<file path="src/rtl/rv32_multicycle_ctrl.sv">
// Multi-cycle RV32I control FSM: sequences fetch/decode/execute/memory/writeback,
// runs the imem/dmem request-ack handshakes with a bus watchdog, and counts retirements.
module rv32_multicycle_ctrl #(
  parameter int TIMEOUT = 255,
  parameter int CNT_W   = 32
) (
  input  logic             clk,
  input  logic             rst_n,
  input  logic [6:0]       opcode,
  input  logic [2:0]       funct3,
  input  logic [4:0]       rd,
  input  logic             branch_taken,
  output logic             imem_req,
  input  logic             imem_ack,
  output logic             ir_we,
  output logic             dmem_req,
  output logic             dmem_we,
  input  logic             dmem_ack,
  output logic             reg_we,
  output logic [1:0]       wb_sel,
  output logic             alu_en,
  output logic             alu_src_imm,
  output logic             pc_we,
  output logic [1:0]       pc_src,
  output logic             retire,
  output logic [CNT_W-1:0] instret,
  output logic             halted,
  output logic             illegal,
  output logic             bus_err,
  output logic [2:0]       dbg_state
);

  // Handshakes: a request stays high for every cycle the FSM waits in FETCH/MEM;
  // the matching ack completes the transfer in the cycle it is sampled high,
  // including the very first request cycle. Acks in any other state are ignored.

  typedef enum logic [2:0] {
    S_RESET  = 3'd0,
    S_FETCH  = 3'd1,
    S_DECODE = 3'd2,
    S_EXEC   = 3'd3,
    S_MEM    = 3'd4,
    S_WB     = 3'd5,
    S_HALT   = 3'd6,
    S_TRAP   = 3'd7
  } state_e;

  localparam logic [6:0] OPC_LOAD   = 7'b0000011;
  localparam logic [6:0] OPC_STORE  = 7'b0100011;
  localparam logic [6:0] OPC_OP     = 7'b0110011;
  localparam logic [6:0] OPC_OPIMM  = 7'b0010011;
  localparam logic [6:0] OPC_BRANCH = 7'b1100011;
  localparam logic [6:0] OPC_JAL    = 7'b1101111;
  localparam logic [6:0] OPC_JALR   = 7'b1100111;
  localparam logic [6:0] OPC_LUI    = 7'b0110111;
  localparam logic [6:0] OPC_AUIPC  = 7'b0010111;
  localparam logic [6:0] OPC_SYSTEM = 7'b1110011;

  localparam int              WAIT_W   = (TIMEOUT > 1) ? $clog2(TIMEOUT + 1) : 1;
  localparam logic [WAIT_W-1:0] WAIT_MAX = WAIT_W'(TIMEOUT);
  localparam bit              WDOG_EN  = (TIMEOUT != 0);

  state_e            state_q, state_d;
  logic [6:0]        op_q, op_d;
  logic [WAIT_W-1:0] wait_q, wait_d;
  logic [CNT_W-1:0]  instret_q, instret_d;
  logic              illegal_q, illegal_d;
  logic              bus_err_q, bus_err_d;

  // funct3 is part of the decoder bundle but no control decision depends on it.
  logic funct3_unused;
  assign funct3_unused = ^funct3;

  always_comb begin
    state_d     = state_q;
    op_d        = op_q;
    wait_d      = wait_q;
    illegal_d   = illegal_q;
    bus_err_d   = bus_err_q;
    imem_req    = 1'b0;
    ir_we       = 1'b0;
    dmem_req    = 1'b0;
    dmem_we     = 1'b0;
    reg_we      = 1'b0;
    wb_sel      = 2'd0;
    alu_en      = 1'b0;
    alu_src_imm = 1'b0;
    pc_we       = 1'b0;
    pc_src      = 2'd0;
    retire      = 1'b0;
    halted      = 1'b0;

    case (state_q)
      S_RESET: begin
        state_d = S_FETCH;
        wait_d  = '0;
      end
      S_FETCH: begin
        imem_req = 1'b1;
        if (imem_ack) begin
          ir_we   = 1'b1;
          state_d = S_DECODE;
          wait_d  = '0;
        end else if (WDOG_EN) begin
          if (wait_q == WAIT_MAX) begin
            state_d   = S_TRAP;
            bus_err_d = 1'b1;
          end else begin
            wait_d = wait_q + WAIT_W'(1);
          end
        end
      end
      S_DECODE: begin
        op_d = opcode;
        case (opcode)
          OPC_LOAD, OPC_STORE, OPC_OP, OPC_OPIMM, OPC_BRANCH,
          OPC_JAL, OPC_JALR, OPC_LUI, OPC_AUIPC: state_d = S_EXEC;
          OPC_SYSTEM: state_d = S_HALT;
          default: begin
            state_d   = S_TRAP;
            illegal_d = 1'b1;
          end
        endcase
      end
      S_EXEC: begin
        alu_en      = 1'b1;
        alu_src_imm = !((op_q == OPC_OP) || (op_q == OPC_BRANCH));
        if (op_q == OPC_BRANCH) begin
          pc_we   = 1'b1;
          pc_src  = branch_taken ? 2'd1 : 2'd0;
          retire  = 1'b1;
          state_d = S_FETCH;
          wait_d  = '0;
        end else if ((op_q == OPC_LOAD) || (op_q == OPC_STORE)) begin
          state_d = S_MEM;
          wait_d  = '0;
        end else begin
          state_d = S_WB;
        end
      end
      S_MEM: begin
        dmem_req = 1'b1;
        dmem_we  = (op_q == OPC_STORE);
        if (dmem_ack) begin
          wait_d = '0;
          if (op_q == OPC_STORE) begin
            pc_we   = 1'b1;
            retire  = 1'b1;
            state_d = S_FETCH;
          end else begin
            state_d = S_WB;
          end
        end else if (WDOG_EN) begin
          if (wait_q == WAIT_MAX) begin
            state_d   = S_TRAP;
            bus_err_d = 1'b1;
          end else begin
            wait_d = wait_q + WAIT_W'(1);
          end
        end
      end
      S_WB: begin
        reg_we = (rd != 5'd0);
        if (op_q == OPC_LOAD) begin
          wb_sel = 2'd1;
        end else if ((op_q == OPC_JAL) || (op_q == OPC_JALR)) begin
          wb_sel = 2'd2;
        end
        pc_we = 1'b1;
        if (op_q == OPC_JAL) begin
          pc_src = 2'd2;
        end else if (op_q == OPC_JALR) begin
          pc_src = 2'd3;
        end
        retire  = 1'b1;
        state_d = S_FETCH;
        wait_d  = '0;
      end
      S_HALT: halted = 1'b1;
      S_TRAP: ;
      default: state_d = S_RESET;
    endcase

    instret_d = instret_q + CNT_W'(retire);
  end

  always_ff @(posedge clk or negedge rst_n) begin
    if (!rst_n) begin
      state_q   <= S_RESET;
      op_q      <= '0;
      wait_q    <= '0;
      instret_q <= '0;
      illegal_q <= 1'b0;
      bus_err_q <= 1'b0;
    end else begin
      state_q   <= state_d;
      op_q      <= op_d;
      wait_q    <= wait_d;
      instret_q <= instret_d;
      illegal_q <= illegal_d;
      bus_err_q <= bus_err_d;
    end
  end

  assign instret   = instret_q;
  assign illegal   = illegal_q;
  assign bus_err   = bus_err_q;
  assign dbg_state = state_q;

endmodule

</file>
<file path="config.mk">
export PLATFORM = sky130hd
export DESIGN_NAME = rv32_multicycle_ctrl
export DESIGN_NICKNAME = d
export VERILOG_FILES = /design/src/rtl/rv32_multicycle_ctrl.sv
export SDC_FILE = /design/constraint.sdc
export NUM_CORES = 1
export LEC_CHECK = 0
export BUFFER_PORTS_ARGS = -buffer_cell sky130_fd_sc_hd__buf_2
export CAP_MARGIN = 20
export CORE_MARGIN = 2
export CORE_UTILIZATION = 45
export CTS_CLUSTER_DIAMETER = 200
export DETAILED_ROUTE_END_ITERATION = 10
export PLACE_DENSITY = 0.81
export SYNTH_ARGS = -nofsm -noshare
export SYNTH_HDL_FRONTEND = slang
export SYNTH_SLANG_ARGS = --single-unit
</file>
<file path="constraint.sdc">
create_clock -name clk -period 3.5 [get_ports clk]
set_input_delay 0.35 -clock clk [delete_from_list [all_inputs] [get_ports clk]]
set_output_delay 0.35 -clock clk [all_outputs]
set_load 0.01 [all_outputs]
</file>
==> out/qor.log, run 1 <==
INFO  global_routing grt_pass1_vias=1953
INFO  layout         n_antenna_cell=0
INFO  power_and_ir_drop p_sw_share=37.0%
INFO  global_routing pin_count_of_the_biggest_net_entering_global_routing=29
INFO  power_and_ir_drop power.ir.vdd_worst=0.493mV
INFO  floorplanning  start_util=46.0%
INFO  worst_hold_path holdCritPathClass=in2async
INFO  global_routing grt_pass1_wl=8850µm
INFO  logic_synthesis number_of_flops_mapped_to_enable_cells_by_yosys=0
INFO  timing         rsz0062_at_grt=no
INFO  logic_synthesis netlist_instances=252
INFO  setup_path     cpMaxStageDelayCell=sky130_fd_sc_hd__dfrtp_1
INFO  placement      portBuffers=67
INFO  logic_synthesis synth.largest_area_cell=sky130_fd_sc_hd__dfrtp_1
INFO  status         outcome=finished clean
INFO  cts            tritoncts=built
INFO  global_routing grt-ovfl-total=0
INFO  timing         hold_vio_cnt_final=0
INFO  cts            clock-root-buffer=sky130_fd_sc_hd__clkbuf_8
INFO  cts            clock_insertion_delay_worst_skew=0.31ns
INFO  cts            clk_pin_slew=0.10ns
INFO  power_and_ir_drop p_int=1.10mW
INFO  timing         setup_viol_count_final=0
INFO  layout         final_area=0.00320mm²
INFO  cts            cts.htree.levels=2
INFO  floorplanning  rows=28
INFO  routing        detailedRoute.firstPassIterationCount=4
INFO  power_and_ir_drop p_total=1.75mW
INFO  logic_synthesis ys_ff_latch=52
INFO  setup_path     setup.worst_path.class=reg2reg
INFO  power_and_ir_drop p_leak=1.55nW
INFO  cts            cts_buffers=5
INFO  logic_synthesis yosys_warnings=0
INFO  layout         mostFrequentLayoutCells=sky130_fd_sc_hd__buf_2, sky130_fd_sc_hd__dfrtp_1, sky130_fd_sc_hd__nand2_1
INFO  power_and_ir_drop power.combinational.fraction=31.7%
INFO  layout         num-nets-final=349
INFO  logic_synthesis mappedNetlistArea=0.00267mm²
INFO  timing         clock-skew-final=0.0125ns
INFO  routing        routedWlPerCell=13.4µm
INFO  timing         timing.hold.ws=0.0176ns
INFO  routing        vias_per_cell=5.37
INFO  flow_run       max-cap-violations=0
INFO  layout         final_common_cell=sky130_fd_sc_hd__buf_2
INFO  global_routing grt_usage=17.1%
INFO  logic_synthesis synthFlopType=sky130_fd_sc_hd__dfrtp_1
INFO  timing         fmax=349MHz
INFO  logic_synthesis synth.area.top_cells=sky130_fd_sc_hd__dfrtp_1, sky130_fd_sc_hd__xnor2_1, sky130_fd_sc_hd__nand2_1
INFO  setup_path     critical_path.startpoint_type=flop
INFO  logic_synthesis yosys.cell_types.count=47
INFO  layout         nFillCells=517
INFO  logic_synthesis synth.top_cell.area_share=48.7%
INFO  timing         tightest_slew=0.566ns
INFO  placement      place_congestion=0.821
INFO  setup_path     worstPathCellList=nand4bb_1, nor3_1, a31oi_1, o22ai_1, ha_1, nand4_2, or2_2, nor3_2, nand4_1, xnor2_1
INFO  placement      detailedPlacementHpwl=4070µm
INFO  cts            clock_sink_count=52
INFO  cts            cts_hold_repair.buffers=0
INFO  power_and_ir_drop power.switching=0.647mW
INFO  logic_synthesis asyncSetResetFlopFracSynth=100%
INFO  layout         multi_input_area=0.00133mm²
INFO  routing        num_vias=2155
INFO  setup_path     critical_path.max_stage_delay=0.41ns
INFO  floorplanning  pin_count=71
INFO  floorplanning  die_height=81.1µm
INFO  power_and_ir_drop seq_power_share=47.9%
INFO  floorplanning  floorplan.die.width=81.1µm
INFO  floorplanning  design.die.area=0.00657mm²
INFO  timing         worst_slew_margin_rel=62.1%
INFO  setup_path     worst_ep_required_time=3.71ns
INFO  power_and_ir_drop clock_power_share=20.4%
INFO  setup_path     crit_fanout=4
INFO  global_routing initial_antenna_violation_count=0
INFO  routing        detail_route.iter0.violations=83
INFO  setup_path     cp-end-kind=flop
INFO  cts            postCtsResizedCells=0
INFO  routing        post_detailed_route_count_of_antenna_violating_nets=0
INFO  power_and_ir_drop power_density=547mW/mm²
INFO  layout         fin_util=55.0%
INFO  routing        drc=0
INFO  timing         final.setup.tns=0ns
INFO  layout         drive_above_1_share=31.6%
INFO  layout         area.sequential=0.00130mm²
INFO  placement      detailed_place.area=0.00310mm²
INFO  routing        wl=5360µm
INFO  timing         drv_slew=0
INFO  setup_path     critPathArrivalTime=3.08ns
INFO  layout         syn2layout_area_growth=19.7%
INFO  cts            cts.repair_timing.setup_buffer_count=0
INFO  cts            cts-root-to-sink-buffers=2
INFO  logic_synthesis mappedNetlistNets=276
INFO  floorplanning  floorplan.core_area=0.00582mm²
INFO  timing         final.min_clock_period=2.87ns
INFO  timing         final.period_utilization=82.0%
INFO  logic_synthesis synthesis.area_per_instance=10.6µm²
INFO  logic_synthesis synth.yosys.seq_area_share=48.7%
==> critical path: cells and delay by family (launching register included) <==
| kind | cells | cell delay (ns) |
|---|---|---|
| compound gates | 2 | 0.40 |
| xor+xnor | 1 | 0.14 |
| fa+ha+maj | 1 | 0.24 |
| flops | 1 | 0.41 |
| simple gates | 6 | 1.57 |
==> synthesized netlist by cell type (4+ instances only) <==
library cell	count
sky130_fd_sc_hd__and3_1	6
sky130_fd_sc_hd__nor2b_1	5
sky130_fd_sc_hd__mux2_2	8
sky130_fd_sc_hd__nand2_1	26
sky130_fd_sc_hd__nand4_1	9
sky130_fd_sc_hd__xor2_1	6
sky130_fd_sc_hd__xnor2_1	25
sky130_fd_sc_hd__dfrtp_1	52
sky130_fd_sc_hd__a21oi_1	13
sky130_fd_sc_hd__ha_1	4
sky130_fd_sc_hd__nor3_1	5
sky130_fd_sc_hd__or2_2	4
sky130_fd_sc_hd__nand3_1	16
sky130_fd_sc_hd__a31oi_1	4
sky130_fd_sc_hd__nor2_1	16
sky130_fd_sc_hd__o21ai_0	7
==> state kept, by name, summed over array words and instances (netlist names) <==
| register | cells |
|---|---|
| dbg_state | 3 |
| illegal | 1 |
| op_q | 7 |
| bus_err | 1 |
| instret | 32 |
| wait_q | 8 |
==> area by class of cell <==
cell class	count	share of cell area, %
multi-input cells	191	41.5
flip-flops and latches	52	40.7
repair buffers	71	11.4
well taps	75	2.93
clock buffers	5	2.15
clock inverters	3	0.861
inverters	4	0.469
==> worst paths after layout <==
kind | start | to | slack (ns) | depth (start not counted)
max in group asynchronous | rst_n | dbg_state[0] | 2.71 | 2
hold / removal | rst_n | instret[14] | 0.02 | 1
min in group clk | opcode[1] | op_q[1] | 0.31 | 2
hold reg to reg | bus_err | bus_err | 0.48 | 1
setup / recovery | op_q[3] | instret[25] | 0.63 | 10
setup reg to reg | op_q[3] | instret[25] | 0.63 | 10
==> logic make-up after synthesis <==
group           Yosys count  synth area share (%)
flops                    52                  48.7
xor+xnor                 31                  10.2
simple gates            110                  25.1
buf+inv                   9                  1.68
mux                       8                  3.37
fa+ha+maj                 4                  1.87
compound gates           38                  9.13
==> metrics by stage <==
step	setup slack, ns	cells
global route	0.322	401
global placement	0.626	393
finish	0.631	401
floorplan	0.683	252
detailed placement	0.608	393
CTS	0.583	401
==> power by group through the flow <==
stage                     Sequential [mW]  Combinational [mW]  Clock, mW
after global routing                0.855               0.620      0.400
after global placement              0.842               0.543          0
after detailed placement            0.847               0.558          0
after floorplan                     0.833               0.381          0
after CTS                           0.836               0.559      0.373
final                               0.837               0.554      0.357
==> layer usage <==
| metal | up-vias | track usage (%) | part of all wire [%] |
|---|---|---|---|
| li1 | 1055 | - | - |
| met1 | 1024 | 21.9 | 43 |
| met4 | 0 | 4.07 | 0.90 |
| met5 | - | 0 | 0 |
| met2 | 69 | 29.8 | 50 |
| met3 | 7 | 3.33 | 6.1 |
Power figures use the tool's default switching activity.
==> inputs of run 2 (changes only) <==
- ABC_AREA: unset -> 1
- PLACE_DENSITY: 0.81 -> 0.83
- clock period: 3.5 -> 2.45 ns (I/O delays scaled with it)
==> run 2 against run 1 <==
Effect of this change:
- cell count rose by 36%
- worst hold slack improved by 0.035 ns
- first-iteration DRC count rose by 28%
- sequential power rose by 43%
- global-route usage rose by 3.1 points
- maximum frequency rose by 24%
- clock-buffer cell count did not move
- clock skew rose by 0.00065 ns
- clock power rose by 66%
- largest cell class unchanged
- largest power group unchanged
- highest routed layer unchanged
==> out/qor.log, run 2 <==
INFO  cts            clock_sink_count=52
INFO  power_and_ir_drop p_total=2.84mW
INFO  routing        detailedRoute.firstPassIterationCount=4
INFO  flow_run       max-cap-violations=0
INFO  setup_path     setup.reg_to_reg.worst_slack=0.14ns
INFO  layout         number_of_flip_flops_under_the_largest_register_name=32
INFO  timing         setup_viol_count_final=0
INFO  placement      portBuffers=67
INFO  layout         mostFrequentLayoutCells=sky130_fd_sc_hd__nand2_1, sky130_fd_sc_hd__buf_2, sky130_fd_sc_hd__dfrtp_1
INFO  layout         final_common_cell=sky130_fd_sc_hd__nand2_1
INFO  timing         drv_slew=0
INFO  layout         final_area=0.00362mm²
INFO  timing         fmax=433MHz
INFO  setup_path     crit_fanout=6
INFO  cts            cts_hold_repair.buffers=0
INFO  timing         hold_vio_cnt_final=0
INFO  layout         count_of_non_filler_cells_in_the_finished_layout=547
INFO  global_routing grt-ovfl-total=0
INFO  logic_synthesis ys_ff_latch=52
INFO  global_routing pin_count_of_the_biggest_net_entering_global_routing=42
INFO  routing        vias_per_cell=5.30
INFO  floorplanning  floorplan.core_area=0.00635mm²
INFO  timing         final.period_utilization=94.3%
INFO  logic_synthesis number_of_flops_mapped_to_enable_cells_by_yosys=0
INFO  routing        routedWlPerCell=12.8µm
INFO  routing        wl=7020µm
INFO  floorplanning  rows=29
INFO  worst_hold_path holdCritPathClass=in2async
INFO  global_routing grt_pass1_vias=2751
INFO  logic_synthesis yosys_warnings=0
INFO  status         outcome=finished clean
INFO  routing        post_detailed_route_count_of_antenna_violating_nets=0
INFO  timing         clock-skew-final=0.0132ns
INFO  placement      dp_slack=-0.00422ns
INFO  cts            tritoncts=built
INFO  global_routing grt_usage=20.2%
INFO  logic_synthesis synthesis.area_per_instance=7.62µm²
INFO  logic_synthesis yosys.cell_types.count=28
INFO  timing         tightest_slew=0.897ns
INFO  timing         rsz0062_at_grt=yes
INFO  power_and_ir_drop power.ir.vdd_worst=0.478mV
INFO  timing         final.setup.tns=0ns
INFO  setup_path     setup.worst_path.class=reg2reg
INFO  logic_synthesis synthFlopType=sky130_fd_sc_hd__dfrtp_1
INFO  cts            cts_buffers=5
INFO  logic_synthesis mappedNetlistNets=412
INFO  logic_synthesis synth.largest_area_cell=sky130_fd_sc_hd__dfrtp_1
INFO  layout         n_antenna_cell=0
INFO  timing         final.setup.worst_slack=0.140ns
INFO  logic_synthesis mappedNetlistArea=0.00296mm²
INFO  floorplanning  start_util=46.6%
INFO  floorplanning  design.die.area=0.00723mm²
INFO  setup_path     reg2reg_depth=13
INFO  global_routing initial_antenna_violation_count=0
INFO  logic_synthesis yosysMostFrequentCell=sky130_fd_sc_hd__nand2_1
INFO  placement      detailedPlacementHpwl=5340µm
INFO  power_and_ir_drop power_density=784mW/mm²
INFO  timing         final.min_clock_period=2.31ns
INFO  routing        num_vias=2898
INFO  cts            cts-root-to-sink-buffers=2
INFO  placement      detailed_place.area=0.00346mm²
INFO  logic_synthesis synth.top_cell.area_share=44.0%
INFO  routing        drc=0
INFO  cts            cts.htree.levels=2
INFO  placement      place_congestion=0.855
INFO  setup_path     regToRegStartpoint=dbg_state[1]
INFO  layout         num-nets-final=493
INFO  layout         syn2layout_area_growth=22.4%
INFO  timing         worst_slew_margin_rel=40.2%
INFO  floorplanning  pin_count=71
INFO  cts            clk_pin_slew=0.10ns
INFO  power_and_ir_drop p_leak=1.91nW
INFO  floorplanning  floorplan.die.width=85.1µm
INFO  setup_path     critPathArrivalTime=2.51ns
INFO  timing         timing.hold.ws=0.0530ns
INFO  cts            clock_insertion_delay_worst_skew=0.31ns
INFO  logic_synthesis synth.area.top_cells=sky130_fd_sc_hd__dfrtp_1, sky130_fd_sc_hd__nand2_1, sky130_fd_sc_hd__nand3_1
INFO  global_routing grt_pass1_wl=12000µm
INFO  layout         fin_util=57.0%
INFO  logic_synthesis netlist_instances=388
INFO  logic_synthesis synth.yosys.seq_area_share=44.0%
INFO  logic_synthesis asyncSetResetFlopFracSynth=100%
INFO  cts            clock-root-buffer=sky130_fd_sc_hd__clkbuf_8
INFO  logic_synthesis synthTopCellsByCount=sky130_fd_sc_hd__nand2_1, sky130_fd_sc_hd__dfrtp_1, sky130_fd_sc_hd__inv_1
INFO  setup_path     cp-end-kind=flop
INFO  setup_path     worstReg2RegEnd=instret[25]
INFO  setup_path     worst_ep_required_time=2.65ns
INFO  routing        detail_route.iter0.violations=106
INFO  setup_path     critical_path.startpoint_type=flop
INFO  placement      dpl.cell_count=536
INFO  layout         drive_above_1_share=23.6%
INFO  floorplanning  die_height=85.1µm
==> run 2: cell count changes in the layout (fill, tap and decap cells not counted), sizes merged, moves of 5 or more <==
cell / previous run / this run
nand2: 26 / 109
xor2: 6 / 18
nor3: 8 / 18
o21ai: 7 / 16
mux2: 8 / 0
xnor2: 25 / 13
nor2: 16 / 42
nand4: 11 / 16
and3: 6 / 1
a21oi: 13 / 4
buf: 71 / 76
nand3: 18 / 37
nor2b: 5 / 0
inv: 4 / 45
==> run 2: area by class of cell <==
class	instances	area, µm²
Fill cell	589	2730
Multi-Input combinational cell	288	1530
Sequential cell	52	1310
Timing Repair Buffer	76	403
Inverter	46	173
Tap cell	77	96.3
Clock buffer	5	68.8
Clock inverter	3	42.5
==> run 2: cells by family (layout without fill, tap and decap cells) <==
family | count (synthesis) | in the layout | synth area share, %
compound gates | 27 | 27 | 5.21
xor+xnor | 31 | 31 | 9.18
fa+ha+maj | 4 | 4 | 1.69
buf+inv | 48 | 130 | 6.22
flops | 52 | 52 | 44.0
simple gates | 226 | 226 | 33.7
==> run 2: critical path, stage by stage (launching register included) <==
cell and delay, ns:
sky130_fd_sc_hd__dfrtp_2 0.47, sky130_fd_sc_hd__inv_2 0.11, sky130_fd_sc_hd__nand2_1 0.09, sky130_fd_sc_hd__nor2_4 0.12, sky130_fd_sc_hd__inv_2 0.06, sky130_fd_sc_hd__o211ai_1 0.16, sky130_fd_sc_hd__buf_4 0.15, sky130_fd_sc_hd__ha_1 0.13
sky130_fd_sc_hd__nand2_1 0.09, sky130_fd_sc_hd__nor2_2 0.16, sky130_fd_sc_hd__nand2_1 0.15, sky130_fd_sc_hd__nor2_1 0.21, sky130_fd_sc_hd__nand4_1 0.14, sky130_fd_sc_hd__xnor2_1 0.15
==> run 2: how the worst max path moves through the flow <==
stage            startpoint           to  slack [ns]
6_report       dbg_state[1]  instret[25]        0.14
4_1_cts             op_q[0]  instret[30]        0.05
3_3_place_gp        op_q[1]  instret[26]        0.08
2_1_floorplan  dbg_state[1]  instret[26]       0.004
3_5_place_dp        op_q[0]  instret[25]      -0.004
5_1_grt             op_q[1]  instret[25]       -0.10
==> run 2: repair_timing <==
item                                    4_1_cts  5_1_grt
pin swaps                                     1        2
setup buffers                                 1        2
gates resized for setup                       0        8
endpoints found under the setup margin        4       19
==> run 2: metal layers <==
metal  vias to the layer above  global-route usage [%]  part of all wire, %
met2                        94                    36.6                   50
met3                        17                    3.40                  5.8
li1                       1421                       -                    -
met4                         0                    7.65                  2.3
met5                         -                       0                    0
met1                      1366                    23.8                   42
==> run 2: power breakdown <==
| group | switching, mW | internal, mW | leakage (nW) |
|---|---|---|---|
| sequential | 0.191 | 1.01 | 0.678 |
| combinational | 0.668 | 0.371 | 1.18 |
| clock | 0.290 | 0.303 | 0.0541 |
==> inputs of run 3 (changes only) <==
- SETUP_SLACK_MARGIN: unset -> 0.15
==> run 3 against run 2 <==
Effect of this change:
- clock-buffer cell count increased by 1
- combinational power grew 16%
- maximum frequency increased by 3.6%
- clock skew down 0.0084 ns
- clock power shrank 3%
- critical path depth grew 1
- design area is 3.8% higher
- sequential share of layout area shrank 1.4 points
- register-to-register slack improved by 0.08 ns
- largest cell class unchanged
- highest routed layer unchanged
==> out/qor.log, run 3 (same netlist as run 2, synthesis figures left out) <==
INFO  cts            cts-root-to-sink-buffers=2
INFO  layout         number_of_flip_flops_under_the_largest_register_name=32
INFO  global_routing grt_usage=20.1%
INFO  timing         final.setup.tns=0ns
INFO  setup_path     critical_path.n_buffers_inverters=4
INFO  global_routing grt-ovfl-total=0
INFO  setup_path     path_delay_family=simple AND/OR/NAND/NOR gates
INFO  status         outcome=finished clean
INFO  placement      dpl.cell_count=538
INFO  cts            clock-root-buffer=sky130_fd_sc_hd__clkbuf_8
INFO  placement      detailedPlacementHpwl=5360µm
INFO  layout         num-nets-final=506
INFO  floorplanning  start_util=46.6%
INFO  setup_path     critical_path.max_stage_delay=0.47ns
INFO  timing         tightest_slew=0.853ns
INFO  floorplanning  floorplan.core_area=0.00635mm²
INFO  setup_path     worstPathCellList=inv_4, nand2_2, nor2_4, inv_2, o211ai_1, buf_4, ha_2, ha_4, nand3_4, inv_2, nand2_4, nor2_4, nand4_1, xnor2_1
INFO  flow_run       max-cap-violations=0
INFO  power_and_ir_drop p_int=1.80mW
INFO  setup_path     cp-end-kind=flop
INFO  layout         drive_above_1_share=27.7%
INFO  power_and_ir_drop power.combinational.fraction=40.5%
INFO  layout         count_of_non_filler_cells_in_the_finished_layout=560
INFO  layout         nFillCells=570
INFO  timing         hold_vio_cnt_final=0
INFO  power_and_ir_drop seq_power_share=40.3%
INFO  power_and_ir_drop p_leak=1.99nW
INFO  layout         mostFrequentLayoutCells=sky130_fd_sc_hd__nand2_1, sky130_fd_sc_hd__buf_2, sky130_fd_sc_hd__dfrtp_1
INFO  power_and_ir_drop clock_power_share=19.2%
INFO  floorplanning  pin_count=71
INFO  cts            clk_pin_slew=0.09ns
INFO  timing         final.period_utilization=91.0%
INFO  floorplanning  design.die.area=0.00723mm²
INFO  routing        post_detailed_route_count_of_antenna_violating_nets=0
INFO  global_routing grt_pass1_wl=12000µm
INFO  timing         fmax=448MHz
INFO  routing        routedWlPerCell=12.7µm
INFO  timing         clock-skew-final=0.00475ns
INFO  cts            tritoncts=built
INFO  routing        detailedRoute.firstPassIterationCount=4
INFO  setup_path     worst_ep_required_time=2.64ns
INFO  setup_path     setup.worst_path.class=reg2reg
INFO  power_and_ir_drop p_sw_share=39.7%
INFO  layout         syn2layout_area_growth=27.0%
INFO  global_routing pin_count_of_the_biggest_net_entering_global_routing=38
INFO  cts            cts_hold_repair.buffers=0
INFO  placement      portBuffers=67
INFO  floorplanning  die_height=85.1µm
INFO  routing        wl=7110µm
INFO  global_routing initial_antenna_violation_count=0
INFO  cts            cts.htree.levels=2
INFO  setup_path     cpMaxStageDelayCell=sky130_fd_sc_hd__dfrtp_2
INFO  power_and_ir_drop power.switching=1.18mW
INFO  cts            clock_insertion_delay_worst_skew=0.30ns
INFO  routing        detail_route.iter0.violations=145
INFO  power_and_ir_drop p_total=2.98mW
INFO  setup_path     critPathArrivalTime=2.42ns
INFO  placement      place_congestion=0.886
INFO  layout         n_antenna_cell=0
INFO  power_and_ir_drop power_density=793mW/mm²
INFO  global_routing grt_pass1_vias=2763
INFO  timing         setup_viol_count_final=0
INFO  layout         final_common_cell=sky130_fd_sc_hd__nand2_1
INFO  floorplanning  floorplan.die.width=85.1µm
INFO  worst_hold_path holdCritPathClass=in2async
INFO  timing         final.min_clock_period=2.23ns
INFO  setup_path     critical_path.startpoint_type=flop
INFO  timing         rsz0062_at_grt=yes
INFO  routing        drc=0
INFO  floorplanning  rows=29
INFO  cts            clock_sink_count=52
INFO  timing         drv_slew=0
INFO  routing        num_vias=2904
INFO  routing        vias_per_cell=5.19
INFO  timing         worst_slew_margin_rel=43.1%
INFO  power_and_ir_drop power.ir.vdd_worst=0.708mV
INFO  cts            cts_buffers=5
INFO  setup_path     crit_fanout=6
run 3: changes by cell type in the layout (fill, tap and decap cells not counted), moves of 2 or more:
cell,previous run,this run
sky130_fd_sc_hd__nand3_2,0,2
sky130_fd_sc_hd__nor2_1,36,34
sky130_fd_sc_hd__nor3_2,2,4
sky130_fd_sc_hd__nand2_1,106,103
sky130_fd_sc_hd__nand2_2,3,5
sky130_fd_sc_hd__nor3_1,15,13
sky130_fd_sc_hd__buf_4,9,22
sky130_fd_sc_hd__nand3_1,36,34
sky130_fd_sc_hd__inv_2,8,10
sky130_fd_sc_hd__inv_1,37,34
run 3: power by group through the flow:
stage | sequential, mW | clock (mW) | combinational, mW
global placement | 1.19 | 0 | 0.998
CTS | 1.19 | 0.589 | 1.08
detailed placement | 1.20 | 0 | 1.03
finish | 1.20 | 0.573 | 1.21
global route | 1.22 | 0.623 | 1.35
floorplan | 1.21 | 0 | 0.649
run 3: path summary, 6_finish.rpt:
path                               from  cells after the start  slack, ns           to
max                        dbg_state[1]                     14       0.22  instret[26]
max in group asynchronous         rst_n                      2       1.70  instret[27]
min reg2reg                     illegal                      1       0.49      illegal
min in group clk              opcode[1]                      3       0.16      op_q[1]
min                               rst_n                      1       0.05   instret[5]
max reg2reg                dbg_state[1]                     14       0.22  instret[26]
run 3: repair_timing:
| action | 4_1_cts | 5_1_grt |
|---|---|---|
| buffers inserted | 4 | 10 |
| setup endpoints to repair | 18 | 17 |
| resized for setup | 3 | 15 |
| pin swaps | 2 | 5 |
| cloned | 0 | 0 |
run 3: routing by layer:
metal  GRT usage [%]  vias to the layer above  part of all wire (%)
met1            25.4                     1327                    44
met5               0                        -                     0
met2            36.2                      108                    49
li1                -                     1454                     -
met3            2.82                       15                   5.4
met4            4.91                        0                   1.6
run 3: cell type report:
type | instances | area [µm²] | area share [%]
Clock inverter | 2 | 35.0 | 0.933
Multi-Input combinational cell | 288 | 1570 | 41.9
Tap cell | 77 | 96.3 | 2.56
Inverter | 46 | 175 | 4.66
Sequential cell | 52 | 1300 | 34.7
Clock buffer | 6 | 72.6 | 1.93
Timing Repair Buffer | 89 | 500 | 13.3
run 3: per-stage QoR:
step / utilization, % / hold slack (ns) / area [µm²] / worst slack (ns)
finish: 59.2 / 0.0479 / 3760 / 0.220
CTS: 57.3 / 0.0721 / 3640 / 0.148
global placement: 55.0 / 0.390 / 3490 / 0.0900
global route: 59.2 / 0.110 / 3760 / 0.108
floorplan: - / -0.0506 / 3010 / 0.0352
detailed placement: 55.0 / 0.405 / 3490 / -0.0178
